$ cat config.mk
export PLATFORM = sky130hd
export DESIGN_NAME = led_seq_ctrl_flat
export DESIGN_NICKNAME = d
export VERILOG_FILES = /design/src/rtl/led_ctrl_pkg.sv /design/src/rtl/led_seq_ctrl_if.sv /design/src/rtl/led_seq_ctrl_tick_gen.sv /design/src/rtl/led_seq_ctrl.sv /design/src/flat_wrapper.sv
export SDC_FILE = /design/constraint.sdc
export NUM_CORES = 1
export LEC_CHECK = 0
export BUFFER_PORTS_ARGS = -buffer_cell sky130_fd_sc_hd__buf_2
export CORE_MARGIN = 4
export CORE_UTILIZATION = 38
export CTS_CLUSTER_DIAMETER = 60
export DETAILED_ROUTE_END_ITERATION = 8
export PLACE_DENSITY = 0.68
export SLEW_MARGIN = 20
export SYNTH_ARGS = -nofsm -noshare
export SYNTH_HDL_FRONTEND = slang
export SYNTH_HIERARCHICAL = 1
export SYNTH_SLANG_ARGS = --single-unit
$ cat constraint.sdc
create_clock -name clk -period 3.1 [get_ports clk]
set_clock_uncertainty 0.1 [all_clocks]
set_input_delay 0.31 -clock clk [delete_from_list [all_inputs] [get_ports clk]]
set_output_delay 0.31 -clock clk [all_outputs]
set_load 0.05 [all_outputs]
$ cat src/rtl/led_ctrl_pkg.sv
// led_ctrl_pkg: shared state, mode and seed definitions for the LED sequencer.
package led_ctrl_pkg;

    typedef enum logic [1:0] {IDLE, LOAD, RUN, DONE} state_t;

    localparam logic [1:0]  MODE_ROT_L    = 2'd0;
    localparam logic [1:0]  MODE_ROT_R    = 2'd1;
    localparam logic [1:0]  MODE_BOUNCE   = 2'd2;
    localparam logic [1:0]  MODE_BOUNCE_M = 2'd3;
    localparam logic [15:0] SEED_LSB      = 16'h0001;
    localparam logic [15:0] SEED_MSB      = 16'h8000;
    localparam logic        DIR_UP        = 1'b1;

    function automatic logic is_bounce(logic [1:0] m);
        return m == MODE_BOUNCE || m == MODE_BOUNCE_M;
    endfunction

    function automatic logic starts_msb(logic [1:0] m);
        return m == MODE_ROT_R || m == MODE_BOUNCE_M;
    endfunction

endpackage

$ cat src/rtl/led_seq_ctrl_if.sv
// led_seq_ctrl_if: control/feedback bundle between the sequencer and the LED datapath.
interface led_seq_ctrl_if;

    logic        start;
    logic        stop;
    logic [1:0]  mode;
    logic [15:0] led_in;
    logic        load;
    logic [15:0] load_val;
    logic        shift_en;
    logic        shift_dir;
    logic        busy;
    logic        done;
    logic [7:0]  lap_cnt;

    modport master (
        output start, stop, mode, led_in,
        input  load, load_val, shift_en, shift_dir, busy, done, lap_cnt
    );

    modport slave (
        input  start, stop, mode, led_in,
        output load, load_val, shift_en, shift_dir, busy, done, lap_cnt
    );

endinterface

$ cat src/rtl/led_seq_ctrl_tick_gen.sv
// tick_gen: one-cycle tick every TICK_MAX+1 enabled cycles, held at zero while clr.
module tick_gen #(
    parameter int TICK_MAX = 50_000_000,
    parameter int TICK_W   = 26
) (
    input  logic clk,
    input  logic rst_n,
    input  logic clr,
    input  logic en,
    output logic tick
);

    localparam logic [TICK_W-1:0] CNT_MAX = TICK_W'(TICK_MAX);

    logic [TICK_W-1:0] cnt_q, cnt_d;

    assign tick = en && cnt_q == CNT_MAX;

    always_comb cnt_d = clr ? '0 : !en ? cnt_q : tick ? '0 : cnt_q + 1'b1;

    always_ff @(posedge clk or negedge rst_n)
        if (!rst_n) cnt_q <= '0;
        else        cnt_q <= cnt_d;

endmodule

$ cat src/rtl/led_seq_ctrl.sv
// led_seq_ctrl: run-mode FSM producing load/shift controls for the rotating-LED register.
module led_seq_ctrl
    import led_ctrl_pkg::*;
#(
    parameter int         TICK_MAX = 50_000_000,
    parameter int         TICK_W   = 26,
    parameter logic [7:0] LAPS     = 8'd4
) (
    input logic          clk,
    input logic          rst_n,
    led_seq_ctrl_if.slave bus
);

    state_t      state_q, state_d;
    logic        bounce_q, bounce_d;
    logic [3:0]  step_q, step_d;
    logic [7:0]  lap_cnt_q, lap_cnt_d;
    logic [15:0] load_val_q, load_val_d;
    logic        load_q, load_d;
    logic        shift_en_q, shift_en_d;
    logic        shift_dir_q, shift_dir_d;
    logic        busy_q, busy_d;
    logic        done_q, done_d;
    logic        tick, hit, lap;

    // busy_q is exactly "in LOAD or RUN", so it doubles as the tick counter enable
    tick_gen #(.TICK_MAX(TICK_MAX), .TICK_W(TICK_W)) u_tick (
        .clk  (clk),
        .rst_n(rst_n),
        .clr  (!busy_q),
        .en   (busy_q),
        .tick (tick)
    );

    assign hit = shift_dir_q ? bus.led_in[15] : bus.led_in[0];

    always_comb begin
        state_d     = state_q;
        bounce_d    = bounce_q;
        step_d      = step_q;
        lap_cnt_d   = lap_cnt_q;
        load_val_d  = load_val_q;
        shift_dir_d = shift_dir_q;
        shift_en_d  = 1'b0;
        lap         = 1'b0;
        case (state_q)
            IDLE: if (bus.start && !bus.stop) begin
                state_d     = LOAD;
                bounce_d    = is_bounce(bus.mode);
                step_d      = '0;
                lap_cnt_d   = '0;
                load_val_d  = starts_msb(bus.mode) ? SEED_MSB : SEED_LSB;
                shift_dir_d = starts_msb(bus.mode) ? ~DIR_UP : DIR_UP;
            end
            LOAD: state_d = bus.stop ? IDLE : RUN;
            RUN: if (bus.stop) begin
                state_d = IDLE;
            end else if (tick) begin
                shift_en_d = 1'b1;
                // bounce turns around before shifting, so this tick's shift uses the new direction
                if (bounce_q) begin
                    lap         = hit;
                    shift_dir_d = hit ? ~shift_dir_q : shift_dir_q;
                end else begin
                    lap    = step_q == 4'hF;
                    step_d = step_q + 1'b1;
                end
                if (lap) begin
                    lap_cnt_d = &lap_cnt_q ? lap_cnt_q : lap_cnt_q + 1'b1;
                    state_d   = (LAPS != 8'd0 && lap_cnt_d == LAPS) ? DONE : RUN;
                end
            end
            default: state_d = IDLE;
        endcase
        load_d = state_d == LOAD;
        busy_d = state_d == LOAD || state_d == RUN;
        done_d = state_d == DONE;
    end

    always_ff @(posedge clk or negedge rst_n) begin
        if (!rst_n) begin
            state_q     <= IDLE;
            bounce_q    <= 1'b0;
            step_q      <= '0;
            lap_cnt_q   <= '0;
            load_val_q  <= '0;
            load_q      <= 1'b0;
            shift_en_q  <= 1'b0;
            shift_dir_q <= DIR_UP;
            busy_q      <= 1'b0;
            done_q      <= 1'b0;
        end else begin
            state_q     <= state_d;
            bounce_q    <= bounce_d;
            step_q      <= step_d;
            lap_cnt_q   <= lap_cnt_d;
            load_val_q  <= load_val_d;
            load_q      <= load_d;
            shift_en_q  <= shift_en_d;
            shift_dir_q <= shift_dir_d;
            busy_q      <= busy_d;
            done_q      <= done_d;
        end
    end

    assign bus.load      = load_q;
    assign bus.load_val  = load_val_q;
    assign bus.shift_en  = shift_en_q;
    assign bus.shift_dir = shift_dir_q;
    assign bus.busy      = busy_q;
    assign bus.done      = done_q;
    assign bus.lap_cnt   = lap_cnt_q;

endmodule

$ cat src/flat_wrapper.sv
// flat-port wrapper written by rule: the top's interface ports become plain ports
module led_seq_ctrl_flat import led_ctrl_pkg::*;
#(
    parameter int         TICK_MAX = 50_000_000,
    parameter int         TICK_W   = 26,
    parameter logic [7:0] LAPS     = 8'd4
)
  (clk, rst_n, bus_start, bus_stop, bus_mode, bus_led_in, bus_load, bus_load_val, bus_shift_en, bus_shift_dir, bus_busy, bus_done, bus_lap_cnt);
  led_seq_ctrl_if bus_i ();
  input logic clk;
  input logic rst_n;
  input wire logic [$bits(bus_i.start)-1:0] bus_start;
  input wire logic [$bits(bus_i.stop)-1:0] bus_stop;
  input wire logic [$bits(bus_i.mode)-1:0] bus_mode;
  input wire logic [$bits(bus_i.led_in)-1:0] bus_led_in;
  output wire logic [$bits(bus_i.load)-1:0] bus_load;
  output wire logic [$bits(bus_i.load_val)-1:0] bus_load_val;
  output wire logic [$bits(bus_i.shift_en)-1:0] bus_shift_en;
  output wire logic [$bits(bus_i.shift_dir)-1:0] bus_shift_dir;
  output wire logic [$bits(bus_i.busy)-1:0] bus_busy;
  output wire logic [$bits(bus_i.done)-1:0] bus_done;
  output wire logic [$bits(bus_i.lap_cnt)-1:0] bus_lap_cnt;
  assign bus_i.start = bus_start;
  assign bus_i.stop = bus_stop;
  assign bus_i.mode = bus_mode;
  assign bus_i.led_in = bus_led_in;
  assign bus_load = bus_i.load;
  assign bus_load_val = bus_i.load_val;
  assign bus_shift_en = bus_i.shift_en;
  assign bus_shift_dir = bus_i.shift_dir;
  assign bus_busy = bus_i.busy;
  assign bus_done = bus_i.done;
  assign bus_lap_cnt = bus_i.lap_cnt;
  led_seq_ctrl #(.TICK_MAX(TICK_MAX), .TICK_W(TICK_W), .LAPS(LAPS)) u_core (.clk(clk), .rst_n(rst_n), .bus(bus_i));
endmodule
== After elaboration in Yosys (flattened, before gate mapping) ==
Index checks and enable logic that the tools add are counted.

* Add/sub/neg operators: 3
* Eq/ne operators: 18
* Multiplexer cells: 36
* Bitwise gates (word level): 1
* Reductions and logical operators: 13

{| class="wikitable"
|+ Operators by type and width
! operator !! count
|-
| $mux 26 || 2
|-
| $mux 8 || 5
|-
| $add 26x1->26 const B || 1
|-
| $eq 26x26->1 const B || 1
|-
| $mux 16 || 1
|-
| $mux 4 || 4
|-
| $pmux 8 s2 || 1
|-
| $mux 1 || 15
|-
| $eq 2x2->1 const B || 5
|-
| $mux 2 || 5
|-
| $reduce_and 5->1 || 2
|-
| $add 8x1->8 const B || 1
|-
| $eq 8x3->1 const B || 1
|-
| $ne 2x1->1 const B || 4
|-
| $pmux 4 s2 || 1
|-
| $reduce_and 8->1 || 1
|-
| $eq 2x1->1 const B || 3
|-
| $ne 2x2->1 const B || 3
|-
| $pmux 2 s3 || 1
|-
| $reduce_and 6->1 || 1
|-
| $add 4x1->4 const B || 1
|-
| $eq 4x4->1 const B || 1
|-
| $logic_or 1x1->1 || 3
|-
| $logic_and 1x1->1 || 2
|-
| 6 further kinds || 6
|}

* Flip-flop bits (word level): 62
* Input bits: 22
* Output and inout port bits: 29
* Logic and storage cells: 82

== Depth between registers and ports, before layout ==
* Depth after elaboration: 11
* Mapped depth: 11
* Depth with buffers taken out: 10

== By module ==
The synthesis kept the hierarchy.

{| class="wikitable"
|+ Modules (own cells, without submodules)
! module !! instances !! cells an instance !! area an instance (µm²) !! sequential area each (µm²)
|-
| tick_gen || 1 || 155 || 1,476.4 || 650.6
|-
| led_seq_ctrl || 1 || 149 || 1,353.8 || 551.8
|}

== Worst setup path before layout ==
Ideal clock, no wire load.

* Path kind: register -> register
* Start: reg u_core.busy_q (netlist: u_core/bus.busy)
* End: reg u_core.busy_q (netlist: u_core/bus.busy)
* Library setup time: 0.063 ns
* Arrival: 2.623 ns
* Required time: 2.937 ns
* Slack: 0.314 ns
* Stages on the path, launching flop included: 10
* Cell sequence: dfrtp_1 -> nand2_1 -> or2_2 -> nor4_4 -> and4bb_2 -> buf_2 -> and4_1 -> a31o_1 -> ha_1 -> inv_1

* Word-level cells in the longest chain between the ends: 6
* Elaborated cells on any way between the ends: 7
* Those cells by class: eq/ne: 2; mux: 3; reduce/logical: 2

{| class="wikitable"
|+ RTL lines
! element !! RTL line !! source
|-
| start: declaration || led_seq_ctrl.sv:22 || <nowiki>logic busy_q, busy_d;</nowiki>
|-
| start signal: assignment || led_seq_ctrl.sv:101 || <nowiki>busy_q <= busy_d;</nowiki>
|-
| $logic_and 1x1->1 (*) || led_seq_ctrl_tick_gen.sv:17 || <nowiki>assign tick = en && cnt_q == CNT_MAX;</nowiki>
|-
| net u_core.tick || led_seq_ctrl.sv:24 || <nowiki>logic tick, hit, lap;</nowiki>
|-
| $mux 2 (*) || led_seq_ctrl.sv:58 || <nowiki>end else if (tick) begin</nowiki>
|-
| $mux 2 (*) || led_seq_ctrl.sv:56 || <nowiki>RUN: if (bus.stop) begin</nowiki>
|-
| $pmux 2 s3 (*) || led_seq_ctrl.sv:46 || <nowiki>case (state_q)</nowiki>
|-
| net u_core.state_d[0] || led_seq_ctrl.sv:14 || <nowiki>state_t state_q, state_d;</nowiki>
|-
| $eq 2x1->1 or $eq 2x2->1 (tied branches) || led_seq_ctrl.sv:76 || <nowiki>busy_d = state_d == LOAD || state_d == RUN;</nowiki>
|-
| $logic_or 1x1->1 (*) || led_seq_ctrl.sv:76 ||
|-
| net u_core.busy_d || led_seq_ctrl.sv:22 ||
|}

Mark *: on every way through the listed nets, which the timed path passes. The rest lies on a longest branch.
A chain may end at the register's enable or synchronous reset.

== Final worst setup path ==
* Start: reg u_core.u_tick.cnt_q[0]
* End: reg u_core.busy_q (netlist: u_core/bus.busy)

* Word-level cells in the longest chain between the ends: 7
* Elaborated cells on any way between the ends: 8
* Those cells by class: eq/ne: 3; mux: 3; reduce/logical: 2

{| class="wikitable"
|+ RTL lines
! element !! RTL line !! source
|-
| start: declaration || led_seq_ctrl_tick_gen.sv:15 || <nowiki>logic [TICK_W-1:0] cnt_q, cnt_d;</nowiki>
|-
| start signal: assignment || led_seq_ctrl_tick_gen.sv:23 || <nowiki>else cnt_q <= cnt_d;</nowiki>
|-
| $eq 26x26->1 (*) || led_seq_ctrl_tick_gen.sv:17 ||
|-
| $logic_and 1x1->1 (*) || led_seq_ctrl_tick_gen.sv:17 ||
|-
| net u_core.tick || led_seq_ctrl.sv:24 ||
|-
| $mux 2 (*) || led_seq_ctrl.sv:58 ||
|-
| $mux 2 (*) || led_seq_ctrl.sv:56 ||
|-
| $pmux 2 s3 (*) || led_seq_ctrl.sv:46 ||
|-
| net u_core.state_d[0] || led_seq_ctrl.sv:14 ||
|-
| $eq 2x1->1 or $eq 2x2->1 (tied branches) || led_seq_ctrl.sv:76 ||
|-
| $logic_or 1x1->1 (*) || led_seq_ctrl.sv:76 ||
|-
| net u_core.busy_d || led_seq_ctrl.sv:22 ||
|}

Marks and branches as above.

==> metrics.md <==
| Metric | Value |
|---|---|
| Worst reg-to-reg setup slack | `around 540 ps` |
| Layout Cells excl Fill | `426` |
| Status | `finished, final reports clean` |
| Maxcap violations | `0` |
| CTS tree | `built` |
| Total chip power | `roughly 1.4 mW` |
| Asr flop ratio synth | `100%` |
| Worst skew pair latency | `300 ps` |
| Max FO, Critical Path | `6` |
| Worst-case clock buffer depth | `2` |
| Cell taking the most area after synthesis | `dfrtp_1` |
| EDFF count, synth | `0` |
| Hold Path Class | `primary input to flip-flop` |
| Data required, critical path | `about 3200 ps` |
| Seq/Total Area, Yosys | `between 40% and 50%` |
| CTS Hold Bufs | `0` |
| Placed Cells incl. Taps | `around 420` |
| H-tree Lvls | `2` |
| Crit Path Class | `flip-flop to flip-flop` |
| Area contributors post-synth | `dfrtp_1 (42%), nor2_1 (5.0%), buf_4 (4.2%)` |
| Clock sinks | `48` |
| Hold_sp | `bus_mode[1]` |
| Area of the core | `slightly above 7000 sq um` |
| WHS Endpoint | `u_core/bounce_q` |
| Synth cell count leaders | `dfrtp_1 (47), nor2_1 (38), nand2_1 (25)` |
| Post-route cell area | `slightly above 3000 sq um` |
| DR pass1 iterations | `4` |
| Root buffer cell | `clkbuf_8` |
| DIE WIDTH | `roughly 94 um` |
| Inserted Clock Buffers | `5` |
| Unrepaired setup endpoints after global routing | `false` |
| Final nets | `~350` |
| Die Ht | `approximately 94 um` |
| PwrDens | `437 nW/um^2` |
| Worst EP arrival | `~2700 ps` |
| Max-slew headroom | `approximately three fifths` |
| # IOs | `51` |
| Vias post-DR | `between 2000 and 2500` |
| Hold path cells | `3` |
| Routability cong. | `0.810` |
| Total track usage | `between 10% and 20%` |
| Post-route ant nets | `0` |
| DR WL/cell | `around 13 um` |
| Antenna fix cells | `0` |
| Fmax | `between 0.3 and 0.4 GHz` |
| Worst flop-to-flop path endpoint | `u_core/bus.busy` |
| DRT iter0 DRCs | `between 100 and 150` |
| Syn-to-layout area delta | `9.59%` |
| R2R depth | `10` |
| Final Hold Fails | `0` |
| Startpoint type of the worst setup path | `flip-flop` |
| Post-layout min period | `about 2600 ps` |
| Wirelength, routed | `~5.6 mm` |
| Initial antenna violation count | `0` |
| Crit. End Element | `flip-flop` |
| Post-Syn Area | `around 2800 sq um` |
| Most common cell in the netlist | `dfrtp_1` |
| Placed Area | `slightly below 3000 sq um` |
| DP Wirelength | `4.00 mm` |
| Mapped Cells | `roughly 300` |
| Worst r2r src | `u_core/u_tick/cnt_q[0]` |
| Ys flop type | `dfrtp_1` |
| Die area | `8890 sq um` |
| Setup WS pre-CTS | `555 ps` |
| Clk slew on worst S/H paths | `90 ps` |
| Drt drc | `0` |
| Vias in the first global route | `about 2100` |
| Worst VDD drop | `0.226 mV` |
| Largest net degree at the start of global routing | `49` |
| Measured slew at the worst slew-check pin | `roughly 600 ps` |
| Synth top area share | `41.6%` |
| Vias per cell | `approximately 5.2` |
| Gr ovfl total | `0` |
| Share of cells above drive strength 1 | `17.1%` |
| Setup TNS | `0 ps` |
| Num rows | `31` |
| Yosys warning count | `6` |
| Final max-slew violation count | `0` |
| Synthesis-stage register bit count | `48` |
| Post-route clock period utilization | `82.4%` |
| Gates resized, CTS repair | `0` |
| I/O Buffers | `22` |
| First-pass GRT wire length | `9.56 mm` |
| Leak Pwr | `1.35 nW` |
| Yosys cell types | `57` |
| Setup bufs post-CTS | `0` |
| PnR worst setup slack | `between 500 and 600 ps` |
| Final setup viols | `0` |
| Avg Synthesized Cell Area | `9.31 sq um` |
| Initial Utilization | `between 30% and 40%` |
-- where the power goes --
group / switching (mW) / leakage, nW / total, mW / internal (mW)
logic: 0.158 / 0.625 / 0.204 / 0.0457
registers: 0.0145 / 0.659 / 0.659 / 0.644
clock network: 0.209 / 0.0645 / 0.493 / 0.285
total: 0.381 / 1.35 / 1.36 / 0.975
-- cell usage in the layout, fill, tap and decap left out, types with 4 or more instances in the layout --
| cell | synthesis | layout |
|---|---|---|
| and3_1 | 6 | 6 |
| nor4_1 | 6 | 6 |
| nor2b_1 | 5 | 5 |
| a21oi_1 | 10 | 10 |
| a31oi_1 | 7 | 7 |
| o21ai_0 | 8 | 8 |
| or2_2 | 5 | 5 |
| nand4_1 | 11 | 11 |
| clkbuf_8 | 1 | 7 |
| xor2_1 | 13 | 13 |
| nand3_1 | 21 | 21 |
| xnor2_1 | 10 | 10 |
| nor3_1 | 4 | 4 |
| conb_1 | 1 | 14 |
| dfrtp_1 | 47 | 47 |
| nand2_1 | 25 | 25 |
| ha_1 | 6 | 6 |
| nor2_1 | 38 | 38 |
| buf_2 | 6 | 21 |
| inv_1 | 12 | 12 |
| buf_4 | 16 | 5 |
-- logic make-up (layout without fill, tap and decap cells) --
kind of cell / after synthesis / after routing / share of synthesized area (%)
adders and majority gates: 6 / 6 / 2.65
buffers and inverters: 37 / 47 / 7.96
xor gates and xnor gates: 23 / 23 / 7.12
muxes: 2 / 2 / 0.752
and+or+nand+nor: 145 / 145 / 29.0
DFF: 48 / 48 / 42.5
AOI/OAI and AO/OA: 42 / 42 / 9.86
other: 1 / 14 / 0.132
-- layout make-up --
| type | instances | area [sq um] |
|---|---|---|
| fillers | 730 | 4150 |
| multi-input cells | 232 | 1450 |
| flip-flops and latches | 48 | 1200 |
| repair buffers | 27 | 153 |
| well taps | 99 | 124 |
| clock buffers | 7 | 96.3 |
| inverters | 12 | 45.0 |
| clock inverters | 1 | 30.0 |
-- sequential cells by signal, summed over array words and instances (netlist names) --
name / flops
u_core/u_tick/cnt_q: 26
u_core/bus.lap_cnt: 8
u_core/step_q: 4
u_core/bus.load_val: 2
u_core/state_q: 2
u_core/bounce_q: 1
u_core/bus.busy: 1
u_core/bus.done: 1
u_core/bus.load: 1
u_core/bus.shift_dir: 1
u_core/bus.shift_en: 1
-- worst max-delay path: stages, from the launching register on --
cell,delay (ps)
dfrtp_1,440
inv_1,80
ha_1,140
nor4b_1,260
nand2_1,150
nor4_4,270
and4bb_2,340
and4_1,210
a31o_1,190
ha_1,250
inv_1,60
-- worst max path at each step --
stage                           startpoint                    end  slack [ps]  depth (start not counted)
floorplan                  u_core/bus.busy        u_core/bus.busy         310                          9
global placement    u_core/u_tick/cnt_q[9]        u_core/bus.busy         600                          8
detailed placement  u_core/u_tick/cnt_q[0]  u_core/bus.lap_cnt[0]         550                         10
CTS                 u_core/u_tick/cnt_q[0]  u_core/bus.lap_cnt[0]         530                         10
global route        u_core/u_tick/cnt_q[0]        u_core/bus.busy         380                         10
finish              u_core/u_tick/cnt_q[0]        u_core/bus.busy         540                         10
-- routing by layer --
layer	GRT usage (%)	up-vias	routed length, um
met4	2.89	0	21
met3	3.13	3	180
met5	0	-	0
met1	17.6	1105	2630
met2	21.9	34	2800
li1	-	1094	-
-- metrics by stage --
| stage | hold WS [ps] | util (%) |
|---|---|---|
| floorplan | -85.6 | - |
| global placement | 362 | 40.8 |
| detailed placement | 358 | 40.8 |
| CTS | 110 | 42.6 |
| global route | 137 | 42.8 |
| finish | 115 | 42.8 |
Power figures use the tool's default switching activity.
